<file path="src/rtl/muldiv_unit.sv">
// rtl/muldiv_unit.sv - iterative multiply/divide unit with HI/LO registers
// Magnitudes are computed over WIDTH cycles; signs are restored in a final FIX cycle.
module muldiv_unit #(
  parameter int WIDTH = 32,
  parameter int CNT_W = 6
) (
  input  logic             clk,
  input  logic             rst_n,
  input  logic             start,
  input  logic [2:0]       md_op,
  input  logic [WIDTH-1:0] num1,
  input  logic [WIDTH-1:0] num2,
  input  logic             flush,
  output logic             busy,
  output logic             done,
  output logic [WIDTH-1:0] hi,
  output logic [WIDTH-1:0] lo
);

  typedef enum logic [1:0] {IDLE, CALC, FIX} state_t;

  state_t             state;
  logic [CNT_W-1:0]   cnt;
  logic [WIDTH-1:0]   opa;
  logic [2*WIDTH-1:0] acc;
  logic               is_div;
  logic               div_zero;
  logic               q_neg;
  logic               r_neg;

  logic               is_signed;
  logic [WIDTH-1:0]   mag1;
  logic [WIDTH-1:0]   mag2;
  logic [WIDTH:0]     add_sum;
  logic [2*WIDTH-1:0] mul_next;
  logic [WIDTH:0]     shifted;
  logic [WIDTH:0]     diff;
  logic [2*WIDTH-1:0] div_next;
  logic [2*WIDTH-1:0] prod_fix;
  logic [WIDTH-1:0]   quo_fix;
  logic [WIDTH-1:0]   rem_fix;

  assign is_signed = (md_op == 3'd0) || (md_op == 3'd2);
  assign mag1      = (is_signed && num1[WIDTH-1]) ? -num1 : num1;
  assign mag2      = (is_signed && num2[WIDTH-1]) ? -num2 : num2;

  // Multiply: acc = {partial_hi, remaining multiplier bits}, LSB-first shift-add.
  assign add_sum  = {1'b0, acc[2*WIDTH-1:WIDTH]} + {1'b0, (acc[0] ? opa : {WIDTH{1'b0}})};
  assign mul_next = {add_sum, acc[WIDTH-1:1]};

  // Divide: acc = {remainder, dividend bits shifting into quotient bits}.
  assign shifted  = acc[2*WIDTH-1:WIDTH-1];
  assign diff     = shifted - {1'b0, opa};
  assign div_next = diff[WIDTH] ? {shifted[WIDTH-1:0], acc[WIDTH-2:0], 1'b0}
                                : {diff[WIDTH-1:0],    acc[WIDTH-2:0], 1'b1};

  // Divide by zero leaves remainder = |num1| with r_neg = num1 MSB, so hi returns num1 as issued.
  assign prod_fix = q_neg ? -acc : acc;
  assign quo_fix  = div_zero ? {WIDTH{1'b1}}
                             : (q_neg ? -acc[WIDTH-1:0] : acc[WIDTH-1:0]);
  assign rem_fix  = r_neg ? -acc[2*WIDTH-1:WIDTH] : acc[2*WIDTH-1:WIDTH];

  always_ff @(posedge clk or negedge rst_n) begin
    if (!rst_n) begin
      state    <= IDLE;
      cnt      <= '0;
      opa      <= '0;
      acc      <= '0;
      is_div   <= 1'b0;
      div_zero <= 1'b0;
      q_neg    <= 1'b0;
      r_neg    <= 1'b0;
      busy     <= 1'b0;
      done     <= 1'b0;
      hi       <= '0;
      lo       <= '0;
    end else begin
      done <= 1'b0;
      if (flush) begin
        state <= IDLE;
        busy  <= 1'b0;
      end else begin
        case (state)
          IDLE: begin
            if (start) begin
              case (md_op)
                3'd0, 3'd1, 3'd2, 3'd3: begin
                  is_div   <= md_op[1];
                  div_zero <= md_op[1] && (num2 == '0);
                  q_neg    <= is_signed && (num1[WIDTH-1] ^ num2[WIDTH-1]);
                  r_neg    <= is_signed && md_op[1] && num1[WIDTH-1];
                  opa      <= md_op[1] ? mag2 : mag1;
                  acc      <= {{WIDTH{1'b0}}, (md_op[1] ? mag1 : mag2)};
                  cnt      <= '0;
                  busy     <= 1'b1;
                  state    <= CALC;
                end
                3'd4:    hi <= num1;
                3'd5:    lo <= num1;
                default: ;
              endcase
            end
          end
          CALC: begin
            acc <= is_div ? div_next : mul_next;
            cnt <= cnt + 1'b1;
            if (cnt == CNT_W'(WIDTH - 1)) state <= FIX;
          end
          FIX: begin
            if (is_div) begin
              hi <= rem_fix;
              lo <= quo_fix;
            end else begin
              hi <= prod_fix[2*WIDTH-1:WIDTH];
              lo <= prod_fix[WIDTH-1:0];
            end
            done  <= 1'b1;
            busy  <= 1'b0;
            state <= IDLE;
          end
          default: state <= IDLE;
        endcase
      end
    end
  end

endmodule

</file>
<file path="config.mk">
export PLATFORM = sky130hd
export DESIGN_NAME = muldiv_unit
export DESIGN_NICKNAME = d
export VERILOG_FILES = /design/src/rtl/muldiv_unit.sv
export SDC_FILE = /design/constraint.sdc
export NUM_CORES = 1
export LEC_CHECK = 0
export BUFFER_PORTS_ARGS = -buffer_cell sky130_fd_sc_hd__buf_2
export CORE_UTILIZATION = 44
export CTS_CLUSTER_SIZE = 30
export DETAILED_ROUTE_END_ITERATION = 8
export GPL_TIMING_DRIVEN = 0
export PLACE_DENSITY = 0.73
export SLEW_MARGIN = 20
export SYNTH_ARGS = -nofsm -noshare
export SYNTH_HDL_FRONTEND = slang
export SYNTH_SLANG_ARGS = --single-unit
</file>
<file path="constraint.sdc">
create_clock -name clk -period 7.7 [get_ports clk]
set_input_delay 0.385 -clock clk [delete_from_list [all_inputs] [get_ports clk]]
set_output_delay 0.385 -clock clk [all_outputs]
set_load 0.005 [all_outputs]
</file>
## Word level (Yosys, flattened, before mapping)

Cells that the tools add are included.

- Register bits: 174
- Input port bits: 71
- Output and inout bits: 66
- Logic and storage cells: 93

- Add/subtract/negate cells: 8
- Equality and inequality tests: 15
- Mux-type cells: 36
- Bitwise gates (word level): 2
- Reductions and logical operators: 20

Operators by type and width:

| cell | count |
|---|---|
| two-way mux 32 bit | 14 |
| two-way mux 64 bit | 5 |
| negation 32 bit | 4 |
| one-hot mux 32 bit (2 select lines) | 2 |
| one-hot mux 64 bit (2 select lines) | 1 |
| negation 64 bit | 1 |
| adder 32 x 32 -> 33 bit | 1 |
| subtractor 33 x 32 -> 33 bit | 1 |
| logical NOT 32 bit | 1 |
| AND reduction 4 bit | 4 |
| two-way mux 6 bit | 2 |
| one-hot mux 6 bit (2 select lines) | 1 |
| two-way mux 2 bit | 4 |
| adder 6 x 1 -> 6 bit, second input constant | 1 |
| == test 3 x 2 -> 1 bit, second input constant | 2 |
| == test 3 bit, second input constant | 2 |
| == test 6 x 5 -> 1 bit, second input constant | 1 |
| logical AND 1 bit | 6 |
| != test 2 x 1 -> 1 bit, second input constant | 3 |
| != test 3 bit, second input constant | 2 |
| AND reduction 3 bit | 2 |
| two-way mux 1 bit | 5 |
| one-hot mux 2 bit (2 select lines) | 1 |
| nonzero test 2 bit | 2 |
| other kinds (13) | 13 |

## Longest topological paths before layout

Gate-level depths: netlist of the first run.

- Depth in word-level cells: 8
- Gate-level depth with buffers: 15
- Depth with buffers taken out: 14

## Worst setup path before layout of the first run

No wires, ideal clock.

- Path type: flip-flop to flip-flop
- From: register acc[0]
- To: register acc[63]
- Library setup time: 0.120 ns
- Arrival time: 3.094 ns
- Data required time: 7.580 ns
- Setup slack: 4.486 ns
- Stages on the path, launching flop included: 15
- Path buffers: 2
- Clock period less this slack: 3.214 ns
- Cell sequence: dfrtp_1 -> inv_1 -> clkbuf_1 -> nor2_1 -> ha_1 -> clkbuf_1 -> nor3_1 -> nor2_1 -> o31a_1 -> a31o_2 -> a311oi_1 -> o21ai_0 -> a2111oi_0 -> nor2_1 -> o211a_1

- Longest elaborated chain between the ends: 4

Ends and longest elaborated chain:

| what | line | RTL |
|---|---|---|
| start: declaration | 25 | `logic [2*WIDTH-1:0] acc;` |
| start signal: assignment | 93 | `acc <= {{WIDTH{1'b0}}, (md_op[1] ? mag1 : mag2)};` |
| start signal: assignment | 105 | `acc <= is_div ? div_next : mul_next;` |
| two-way mux 32 bit | 48 | `assign add_sum = {1'b0, acc[2*WIDTH-1:WIDTH]} + {1'b0, (acc[0] ? opa : {WIDTH{1'b0}})};` |
| adder 32 x 32 -> 33 bit | 48 |  |
| two-way mux 64 bit | 105 |  |
| one-hot mux 64 bit (2 select lines) | 83 | `case (state)` |

No other way between the ends.
A chain may end at the register's enable or synchronous reset.

## Final worst setup path of the first run

Same ends and word-level chain as after synthesis.

==> results of run 1 <==
cell usage after synthesis, types with 3 or more instances:
master	count
a21oi_1	206
o21ai_0	203
nand2_1	200
nor2_1	190
dfrtp_1	174
clkbuf_1	102
xnor2_1	100
xor2_1	76
ha_1	69
inv_1	65
mux2i_1	60
nor3_1	47
o22ai_1	35
o31ai_1	30
nand3_1	26
a21o_1	23
a31oi_1	22
nand2b_1	21
a22oi_1	17
o211ai_1	17
a211oi_1	16
or3_1	15
nand4_1	14
nor4_1	13
and3_1	11
buf_1	11
o41ai_1	11
or4_1	10
nor2b_1	9
o21ai_1	9
o221ai_1	9
o21a_1	8
and2_1	7
a221oi_1	4
nor3b_1	4
o21bai_1	4
or2_2	4
a2111oi_0	3
a21boi_0	3
a31o_2	3
buf_6	3
o311ai_0	3
or4_4	3
worst paths after layout:
path	endpoint	start	slack (ns)
setup / recovery	acc[63]	acc[0]	3.09
hold / removal	lo[17]	num1[17]	0.28
setup reg to reg	acc[63]	acc[0]	3.09
hold reg to reg	lo[8]	lo[8]	0.48
max in group asynchronous	lo[6]	rst_n	6.26
min in group asynchronous	acc[41]	rst_n	0.52
layer usage:
layer	GRT usage, %	vias to the layer above	wire (um)
met5	0	-	0
met4	15.60	0	2631
met3	6.402	145	5245
met2	52.17	798	24880
met1	46.35	7444	25160
li1	-	7142	-
flip-flops by register name, indices dropped and copies added (netlist names):
register / cells
acc: 64
hi: 32
lo: 32
opa: 32
cnt: 6
state: 2
busy: 1
div_zero: 1
done: 1
is_div: 1
q_neg: 1
r_neg: 1
area by class of cell:
type | count | area, sq um
fillers | 3235 | 16120
multi-input cells | 1543 | 9613
flip-flops and latches | 174 | 4354
repair buffers | 135 | 713.2
well taps | 442 | 553.0
plain buffers | 117 | 462.9
clock buffers | 17 | 425.4
inverters | 66 | 247.7
clock inverters | 15 | 206.4
diodes | 1 | 2.502
stage by stage:
stage                     area, sq um  cells  total power [uW]  setup slack (ns)
final                           16580   2510              5453             3.091
after global routing            16580   2509              5785             2.929
after detailed placement        15930   2476              4394             3.257
after floorplan                 14680   1900              3470             4.486
after CTS                       16580   2509              5368             3.255
after global placement          15900   2475              4357             3.254
cell families (layout without fill, tap and decap cells):
logic type | after synthesis | after routing | share of synthesized area, %
fa+ha+maj | 71 | 71 | 6.155
xor+xnor | 176 | 176 | 10.50
mux | 61 | 61 | 4.168
compound gates | 642 | 642 | 25.91
flops | 174 | 174 | 29.67
other cells | 0 | 1 | 0
buf+inv | 183 | 350 | 4.842
simple gates | 593 | 593 | 18.76
tightest hold or removal path, delay by kind of cell:
family | cells | cell delay (ns)
AO/OA/AOI/OAI | 2 | 0.21
buffers and inverters | 1 | 0.10
power by group:
| part | total [uW] | internal [uW] | switching, uW |
|---|---|---|---|
| Clock | 972 | 549 | 423 |
| Combinational | 2950 | 1140 | 1800 |
| Sequential | 1530 | 1150 | 389 |
| Total | 5450 | 2840 | 2610 |
==> reports/results.tsv, run 1 <==
stage	metric	value	unit
cts	worst skew pair latency	0.46	ns
timing	Slew HR	31.88	%
finish	commonest non-fill, non-tap cell in the layout	a21oi_1	
cts	CTS max path bufs	2	
placement	Post-DP HPWL	46.15	mm
pwr	VDD IR max	213.3	uV
finish	commonest non-fill, non-tap cells in the layout	a21oi_1 (206), o21ai_0 (203), nand2_1 (200)	
worst_setup_path	Crit path max-delay family	compound AO/OA/AOI/OAI gates	
cts	Hold Buf Count CTS	1	
synth	largest area contributor in the netlist	dfrtp_1	
floorplan	# rows	66	
routing	drt wl/cell	23.08	um
worst_setup_path	critical path peak fanout	10	
routing	DRC Markers	0	
floorplan	die width	184.6	um
cts	H-tree levels	4	
routing	Initial DRC Count	1446	
synth	YS warnings	0	
synth	mapped cell area	14680	sq um
placement	buffers added on ports	133	
timing	TNS Setup	0	ns
worst_setup_path	worst path cell trace	inv_1 > clkbuf_1 > nor2_1 > ha_1 > o211ai_1 > a21oi_1 > nor2_1 > o41ai_1 > nand2b_1 > a311oi_1 > o21ai_0 > a2111oi_0 > nor2_1 > o211a_1	
cts	TritonCTS clock tree	yes	
synth	synthesized flop and latch total	174	
min_path	Worst Hold Class	in -> reg	
status	status	completed	
floorplan	Die ar.	34090	sq um
worst_setup_path	Worst path most repeated cell	nor2_1	
global_routing	vias in the first global route	14324	
cts	postcts setup bufs	0	
synth	post-synth top area share	29.66	%
cts	clock slew at reported path FFs	0.08	ns
timing	RSZ-0062 raised after global routing	no	
finish	nets	2196	
routing	Vias per Instance	6.187	
routing	final antenna-violating net count	0	
synth	Avg Inst Size Synth	7.725	sq um
finish	Util after Layout	50.70	%
synth	count of cell types in the netlist	76	
routing	Vias	15529	
timing	worst-margin pin slew	1.022	ns
synth	Post-synth EDFFs	0	
worst_setup_path	CP endpoint kind	register	
timing	Worst Clk Skew	0.01285	ns
floorplan	Initial Utilization	44.88	%
routing	TritonRoute pass-1 iters	5	
finish	area delta synth->final	12.95	%
worst_setup_path	worst path arrival time	4.96	ns
min_path	worst hold stages	3	
pwr	Cell Pwr Density	328.9	nW/um^2
worst_setup_path	crit-path max cell delay	0.69	ns
global_routing	Total Routing Usage GR	34.08	%
timing	Slew Limit Fails	0	
pwr	Leak Pwr	0.007334	uW
synth	Primary FF master, synth	dfrtp_1	
cts	CTS resizes	0	
placement	gp weighted congestion	1.022	
finish	layout cells sized above 1	9.482	%
worst_setup_path	R2R depth	14	
worst_setup_path	CP Class	reg -> reg	
cts	Clk Tree Root Cell	clkbuf_16	
cts	CTS buffer count	17	
timing	Fmax	217.0	MHz
timing	Hold Vio Cnt, Final	0	
timing	Tmin final	4.609	ns
synth	syn nets	2042	
timing	final setup fails	0	
worst_setup_path	crit path max-delay cell type	a311oi_1	
global_routing	number of antenna violations at the first check in global routing	2	
global_routing	first-pass GRT wire length	86.39	mm
worst_setup_path	CP Depth	14	
routing	WL final	57.92	mm
floorplan	chip height	184.6	um
global_routing	grt total ovfl	0	
worst_setup_path	Setup crit start kind	register	
timing	fin crit share	59.85	%
global_routing	pin count of the biggest net entering global routing	91	
floorplan	# IOs	137	
floorplan	core area	32700	sq um
synth	Mapped Cells	1900	
cts	Num Clock Sinks	174	
worst_setup_path	Crit path buffers/inverters	2	
worst_setup_path	Required @ worst endpoint	8.05	ns
synth	FFs w/ async S/R, synth	100.0	%
synth	sequential area share after synthesis	29.66	%
flow_run	Max-Cap Viols	0	
timing	WHS	0.2803	ns
synth	synth top area cells	dfrtp_1 (30%), a21oi_1 (7.0%), o21ai_0 (6.9%), xnor2_1 (6.0%), ha_1 (5.9%)	
Note: power is estimated with default switching activity, not from simulation.
==> inputs of run 2 (changes only) <==
Settings changed: ABC_AREA from default to 1, PLACE_DENSITY 0.73 to 0.75.
Clock period 7.7 ns to 4.2 ns, I/O delays scaled along.
==> run 2 against run 1 <==
Final cell count increased by 53%; design area increased by 21%; global-route usage increased by 4.9 points; clock skew increased by 0.0012 ns; combinational power increased to 3.5 times the previous value; synthesized cell count increased by 66%; synthesized area increased by 24%.
==> reports/results.tsv, run 2 <==
stage	metric	value	unit	change
finish	final non-filler cell total	3849		+53%
finish	antenna fix cells	0		-1
synth	Post-synth EDFFs	0		unchanged
synth	count of cell types in the netlist	48		-37%
cts	Clk Tree Root Cell	clkbuf_16		
worst_setup_path	Setup crit start kind	register		
synth	Mapped Cells	3148		+66%
min_path	worst hold stages	3		unchanged
global_routing	pin count of the biggest net entering global routing	93		+2.2%
timing	WHS	0.01694	ns	-0.2634 ns
timing	TNS Setup	0	ns	unchanged
worst_setup_path	crit path max-delay cell type	dfrtp_1		
cts	CTS resizes	0		unchanged
routing	DRC Markers	0		unchanged
worst_setup_path	R2R depth	19		+5
finish	commonest non-fill, non-tap cells in the layout	nand2_1 (920), inv_1 (440), nor2_1 (427)		
floorplan	core area	40740	sq um	+25%
routing	Vias per Instance	5.735		-7.3%
finish	footprint of the multi-input gates	11620	sq um	+21%
cts	CTS max path bufs	2		unchanged
timing	Slew HR	42.07	%	+10 points
synth	FFs w/ async S/R, synth	100.0	%	unchanged
synth	count leader, synth	nand2_1		
worst_setup_path	Worst path most repeated cell	nand2_2		
synth	sequential area share after synthesis	24.01	%	-5.7 points
cts	worst skew pair latency	0.48	ns	+0.02 ns
worst_setup_path	Crit path max-delay family	simple AND/OR/NAND/NOR gates		
synth	YS warnings	0		unchanged
worst_setup_path	CP endpoint kind	register		
synth	syn nets	3290		+61%
worst_setup_path	worst path arrival time	3.73	ns	-1.23 ns
timing	Slew Limit Fails	0		unchanged
timing	worst-margin pin slew	0.8658	ns	-0.1560 ns
worst_setup_path	Required @ worst endpoint	4.57	ns	-3.48 ns
placement	gp weighted congestion	1.051		+2.8%
global_routing	number of antenna violations at the first check in global routing	1		-1
timing	Hold Vio Cnt, Final	0		unchanged
cts	H-tree levels	4		unchanged
pwr	VDD IR max	371.9	uV	+74%
timing	fin crit share	79.82	%	+20 points
global_routing	grt total ovfl	0		unchanged
timing	Tmin final	3.352	ns	-1.256 ns
status	status	completed		
synth	synth top area cells	dfrtp_1 (24%), nand2_1 (19%), inv_1 (9.1%), nor2_1 (8.8%), nand3_1 (8.3%)		
synth	largest area contributor in the netlist	dfrtp_1		
cts	postcts setup bufs	0		unchanged
routing	Vias	22073		+42%
placement	dpl cells	3816		+54%
cts	clock slew at reported path FFs	0.08	ns	about the same
floorplan	Die ar.	42030	sq um	+23%
worst_setup_path	R2R Path Start	acc[31]		
routing	TritonRoute pass-1 iters	6		+1
cts	TritonCTS clock tree	yes		
timing	Fmax	298.3	MHz	+37%
finish	max reg flops	64		unchanged
global_routing	first-pass GRT wire length	120.7	mm	+40%
finish	commonest non-fill, non-tap cell in the layout	nand2_1		
finish	Top reg by flops	acc		
min_path	min-delay src	start		
routing	final antenna-violating net count	0		unchanged
worst_setup_path	critical path peak fanout	10		unchanged
timing	RSZ-0062 raised after global routing	no		
synth	mapped cell area	18130	sq um	+24%
worst_setup_path	crit path from	acc[31]		
placement	buffers added on ports	135		+1.5%
floorplan	chip height	205.0	um	+11%
worst_setup_path	crit-path max cell delay	0.53	ns	-0.16 ns
floorplan	# IOs	137		unchanged
worst_setup_path	CP Class	reg -> reg		
timing	Worst Clk Skew	0.01403	ns	+0.001176 ns
pwr	Leak Pwr	0.01060	uW	+45%
global_routing	Total Routing Usage GR	38.94	%	+4.9 points
synth	Primary FF master, synth	dfrtp_1		
worst_setup_path	CP Depth	19		+5
worst_setup_path	worst path cell trace	inv_1 > ha_1 > fa_1 > inv_1 > nand3_1 > nand2_2 > nand2_1 > nand2_2 > nand2_2 > nand2_2 > nand2_2 > nand2_2 > nand2_2 > nand2_1 > buf_6 > buf_6 > nand3_1 > nand3b_1 > nand2_1		
synth	synthesized flop and latch total	174		unchanged
cts	CTS buffer count	17		unchanged
finish	nets	3446		+57%
finish	Fill cells	4547		+41%
finish	layout cells sized above 1	7.235	%	-2.2 points
synth	post-synth top area share	24.01	%	-5.7 points
floorplan	# rows	74		+12%
finish	register area	4354	sq um	unchanged
placement	Post-DP HPWL	67.72	mm	+47%
floorplan	die width	205.0	um	+11%
routing	drt wl/cell	21.17	um	-8.3%
routing	Initial DRC Count	2619		+81%
cts	Num Clock Sinks	174		unchanged
flow_run	Max-Cap Viols	0		unchanged
global_routing	vias in the first global route	19953		+39%
pwr	Cell Pwr Density	771.3	nW/um^2	+130%
synth	Post-synth top cells	nand2_1 (920), inv_1 (440), nor2_1 (427)		
worst_setup_path	Crit path buffers/inverters	4		+2
synth	Avg Inst Size Synth	5.760	sq um	-25%
floorplan	Initial Utilization	44.51	%	-0.37 points
min_path	Worst Hold Class	in -> reg		
routing	WL final	81.49	mm	+41%
finish	area delta synth->final	10.94	%	
timing	final setup fails	0		unchanged
-- run 2: cells by family (layout without fill, tap and decap cells) --
| logic type | after synthesis | in the layout | synth area share (%) |
|---|---|---|---|
| adder cells (fa/ha/maj) | 71 | 71 | 4.982 |
| XOR/XNOR | 61 | 61 | 2.946 |
| buffers and inverters | 558 | 727 | 11.90 |
| flip-flops | 174 | 174 | 24.01 |
| AO/OA/AOI/OAI | 501 | 501 | 15.32 |
| AND/OR/NAND/NOR | 1783 | 1783 | 40.83 |
-- run 2: path summary, 6_finish.rpt --
kind                            slack (ns)  endpoint
worst max register to register        0.85   acc[38]
min in group asynchronous             0.33    hi[21]
worst max-delay path                  0.85   acc[38]
worst min register to register        0.49    lo[25]
max in group asynchronous             2.94   acc[33]
worst min-delay path                  0.02  state[1]
-- run 2: cell type report --
| cell class | count | area share (%) |
|---|---|---|
| multi-input cells | 2416 | 57.77 |
| flip-flops and latches | 174 | 21.64 |
| inverters | 459 | 8.564 |
| repair buffers | 137 | 3.595 |
| well taps | 532 | 3.309 |
| clock buffers | 19 | 2.202 |
| plain buffers | 99 | 2.164 |
| clock inverters | 13 | 0.7526 |
-- run 2: power breakdown --
part,switching [uW],internal (uW)
clock network,805,861
registers,1120,2420
logic,6980,3320
-- run 2: per-stage QoR --
step / total power [uW] / cell area, sq um / utilization [%] / setup slack, ns
3_5_place_dp: 13520 / 19510 / 47.90 / 0.9267
6_report: 15520 / 20120 / 49.38 / 0.8477
4_1_cts: 15200 / 20120 / 49.38 / 0.9132
5_1_grt: 16780 / 20120 / 49.38 / 0.6726
3_3_place_gp: 13480 / 19470 / 47.80 / 0.08096
2_1_floorplan: 10030 / 18130 / - / 1.780
-- run 2: per-layer routing --
layer	GRT usage [%]	routed length (um)	up-vias
met1	50.59	33120	10185
met2	59.41	34950	1198
met4	21.53	4964	4
li1	-	-	10435
met5	0	46	-
met3	8.909	8411	251
-- run 2: what timing repair did --
action,in CTS,in global routing
endpoints found under the hold margin,82,0
endpoints found under the setup margin,0,0
hold buffers,1,0
-- run 2: worst reg2reg max path, stage by stage (launching register included) --
cell and delay, ns:
dfrtp_1 0.53, inv_1 0.26, ha_1 0.29, fa_1 0.42, inv_1 0.16, nand3_1 0.10
nand2_2 0.11, nand2_1 0.07, nand2_2 0.10, nand2_2 0.06, nand2_2 0.10, nand2_2 0.09
nand2_2 0.08, nand2_2 0.06, nand2_1 0.09, buf_6 0.17, buf_6 0.16, nand3_1 0.17
nand3b_1 0.16, nand2_1 0.06
==> inputs of run 3 (changes only) <==
Settings changed: PLACE_DENSITY 0.75 to 0.72.
Clock period 4.2 ns to 3.2 ns, I/O delays scaled along.
==> run 3 against run 2 <==
Combinational power rose by 31%; first-iteration DRC count rose by 5.4%; wire length fell by 1.7%; largest power group unchanged; highest routed layer unchanged.
==> reports/results.tsv, run 3 (synthesized netlist as in run 2, its figures left out) <==
stage	metric	value	unit	change
cts	CTS buffer count	17		unchanged
floorplan	Die ar.	42030	sq um	unchanged
timing	Slew HR	39.82	%	-2.2 points
routing	Vias per Instance	5.759		+0.42%
timing	fin crit share	93.01	%	+13 points
finish	commonest non-fill, non-tap cells in the layout	nand2_1 (920), inv_1 (438), nor2_1 (427)		
placement	pre-CTS setup slack	-0.06498	ns	-0.9917 ns
min_path	min-delay src	num2[31]		
cts	H-tree levels	4		unchanged
min_path	hold endpoint	opa[31]		
finish	nets	3451		+0.15%
floorplan	# IOs	137		unchanged
pwr	VDD IR max	448.1	uV	+20%
routing	final antenna-violating net count	0		unchanged
timing	Tmin final	2.976	ns	-0.3759 ns
cts	TritonCTS clock tree	yes		
cts	Clk Tree Root Cell	clkbuf_16		
cts	CTS max path bufs	2		unchanged
cts	clock slew at reported path FFs	0.08	ns	about the same
routing	WL final	80.14	mm	-1.7%
timing	final setup fails	0		unchanged
routing	Initial DRC Count	2760		+5.4%
finish	antenna fix cells	0		unchanged
pwr	Cell Pwr Density	1008	nW/um^2	+31%
finish	Util after Layout	49.47	%	+0.089 points
min_path	worst hold stages	3		unchanged
finish	Fill cells	4513		-0.75%
timing	Fmax	336.0	MHz	+13%
finish	commonest non-fill, non-tap cell in the layout	nand2_1		
global_routing	pin count of the biggest net entering global routing	93		unchanged
worst_setup_path	Required @ worst endpoint	3.56	ns	-1.01 ns
placement	gp weighted congestion	1.103		+5.0%
floorplan	die width	205.0	um	unchanged
routing	Vias	22194		+0.55%
worst_setup_path	R2R depth	18		-1
placement	Post-DP HPWL	66.17	mm	-2.3%
finish	register area	4357	sq um	about the same
routing	DRC Markers	0		unchanged
routing	drt wl/cell	20.79	um	-1.8%
global_routing	vias in the first global route	20260		+1.5%
routing	TritonRoute pass-1 iters	6		unchanged
pwr	Power, Total	20320	uW	+31%
floorplan	Initial Utilization	44.51	%	unchanged
finish	max reg flops	64		unchanged
timing	worst-margin pin slew	0.9027	ns	+0.03690 ns
global_routing	first-pass GRT wire length	119.5	mm	-1.1%
flow_run	Max-Cap Viols	0		unchanged
finish	Top reg by flops	acc		
worst_setup_path	worst path arrival time	3.34	ns	-0.39 ns
pwr	Leak Pwr	0.01061	uW	about the same
timing	Slew Limit Fails	0		unchanged
worst_setup_path	crit path from	acc[31]		
timing	RSZ-0062 raised after global routing	no		
finish	area delta synth->final	11.14	%	
worst_setup_path	R2R Path Start	acc[31]		
floorplan	core area	40740	sq um	unchanged
worst_setup_path	CP Class	reg -> reg		
finish	layout cells sized above 1	7.435	%	+0.20 points
min_path	Worst Hold Class	in -> reg		
worst_setup_path	Setup crit start kind	register		
finish	final non-filler cell total	3854		+0.13%
timing	worst setup margin	0.2237	ns	-0.6241 ns
finish	footprint of the multi-input gates	11620	sq um	unchanged
placement	dpl cells	3816		unchanged
floorplan	# rows	74		unchanged
worst_setup_path	critical path peak fanout	10		unchanged
placement	buffers added on ports	135		unchanged
worst_setup_path	r2r setup slk	0.22	ns	-0.62 ns
global_routing	grt total ovfl	0		unchanged
worst_setup_path	CP endpoint kind	register		
worst_setup_path	worst reg2reg endpoint	acc[58]		
timing	Worst Clk Skew	0.01910	ns	+0.005074 ns
global_routing	Total Routing Usage GR	38.33	%	-0.61 points
cts	worst skew pair latency	0.48	ns	about the same
timing	Hold Vio Cnt, Final	0		unchanged
floorplan	chip height	205.0	um	unchanged
status	status	completed		
global_routing	number of antenna violations at the first check in global routing	1		unchanged
cts	Num Clock Sinks	174		unchanged
run 3: cell count changes in the layout (fill, tap and decap cells not counted), moves of 2 or more:
cell           before  now
o21ai_0           186  184
dfrtp_1           174  172
dlygate4sd3_1       1    3
buf_4               2    5
inv_6               3    5
inv_8               4    2
clkinv_8            1    3
inv_1             440  438
o21ai_1            12   14
dfrtp_2             0    2
run 3: worst max-delay path by stage:
| stage | cells after the start | slack, ns | endpoint |
|---|---|---|---|
| 2_1_floorplan | 19 | 0.78 | acc[61] |
| 3_3_place_gp | 1 | -0.94 | cnt[5] |
| 3_5_place_dp | 19 | -0.06 | acc[58] |
| 4_1_cts | 19 | 0.02 | acc[58] |
| 5_1_grt | 18 | 0.03 | acc[61] |
| 6_report | 18 | 0.22 | acc[58] |
run 3: metal layers:
layer  global-route usage (%)  wire length (um)
met3                    11.41              9510
met5                        0                13
met4                    22.75              5313
met1                    48.02             31260
met2                    57.93             34050
run 3: repair_timing:
| action | in CTS | in global routing |
|---|---|---|
| endpoints found under the hold margin | 84 | 0 |
| endpoints found under the setup margin | 13 | 28 |
| buffers inserted | 0 | 3 |
| hold buffers | 3 | 0 |
| gates resized for setup | 1 | 6 |
run 3: where the power goes:
group | switching [uW] | internal [uW]
combinational | 9140 | 4400
sequential | 1480 | 3180
clock | 1080 | 1040
total | 11700 | 8620
run 3: critical path, cell delays in order, from the launching register on:
cell and delay [ns]:
dfrtp_2 0.43, clkinvlp_4 0.11, ha_1 0.22, fa_1 0.42
inv_1 0.16, nand3_1 0.10, nand2_2 0.11, nand2_1 0.07
nand2_2 0.10, nand2_2 0.06, nand2_2 0.12, nand2_2 0.10
nand3_1 0.12, nand2_1 0.10, clkbuf_4 0.22, nand3_1 0.15
nand3_1 0.14, nand2_1 0.10, nand2_1 0.05
run 3: final cells by class:
cell class	count	area share (%)
Inverter	459	8.586
Clock inverter	14	0.7264
Timing Repair Buffer	142	3.800
Tap cell	532	3.303
Clock buffer	18	2.130
Buffer	99	2.173
Sequential cell	174	21.62
Multi-Input combinational cell	2416	57.66
run 3: per-stage QoR:
step | hold slack [ns] | TNS (ns) | area (sq um)
after floorplan | -0.1356 | 0 | 18130
after global placement | 0.4553 | -157.60 | 19470
after detailed placement | 0.2088 | -0.1060 | 19510
after CTS | 0.05222 | 0 | 20120
after global routing | 0.05019 | 0 | 20150
final | 0.05689 | 0 | 20150
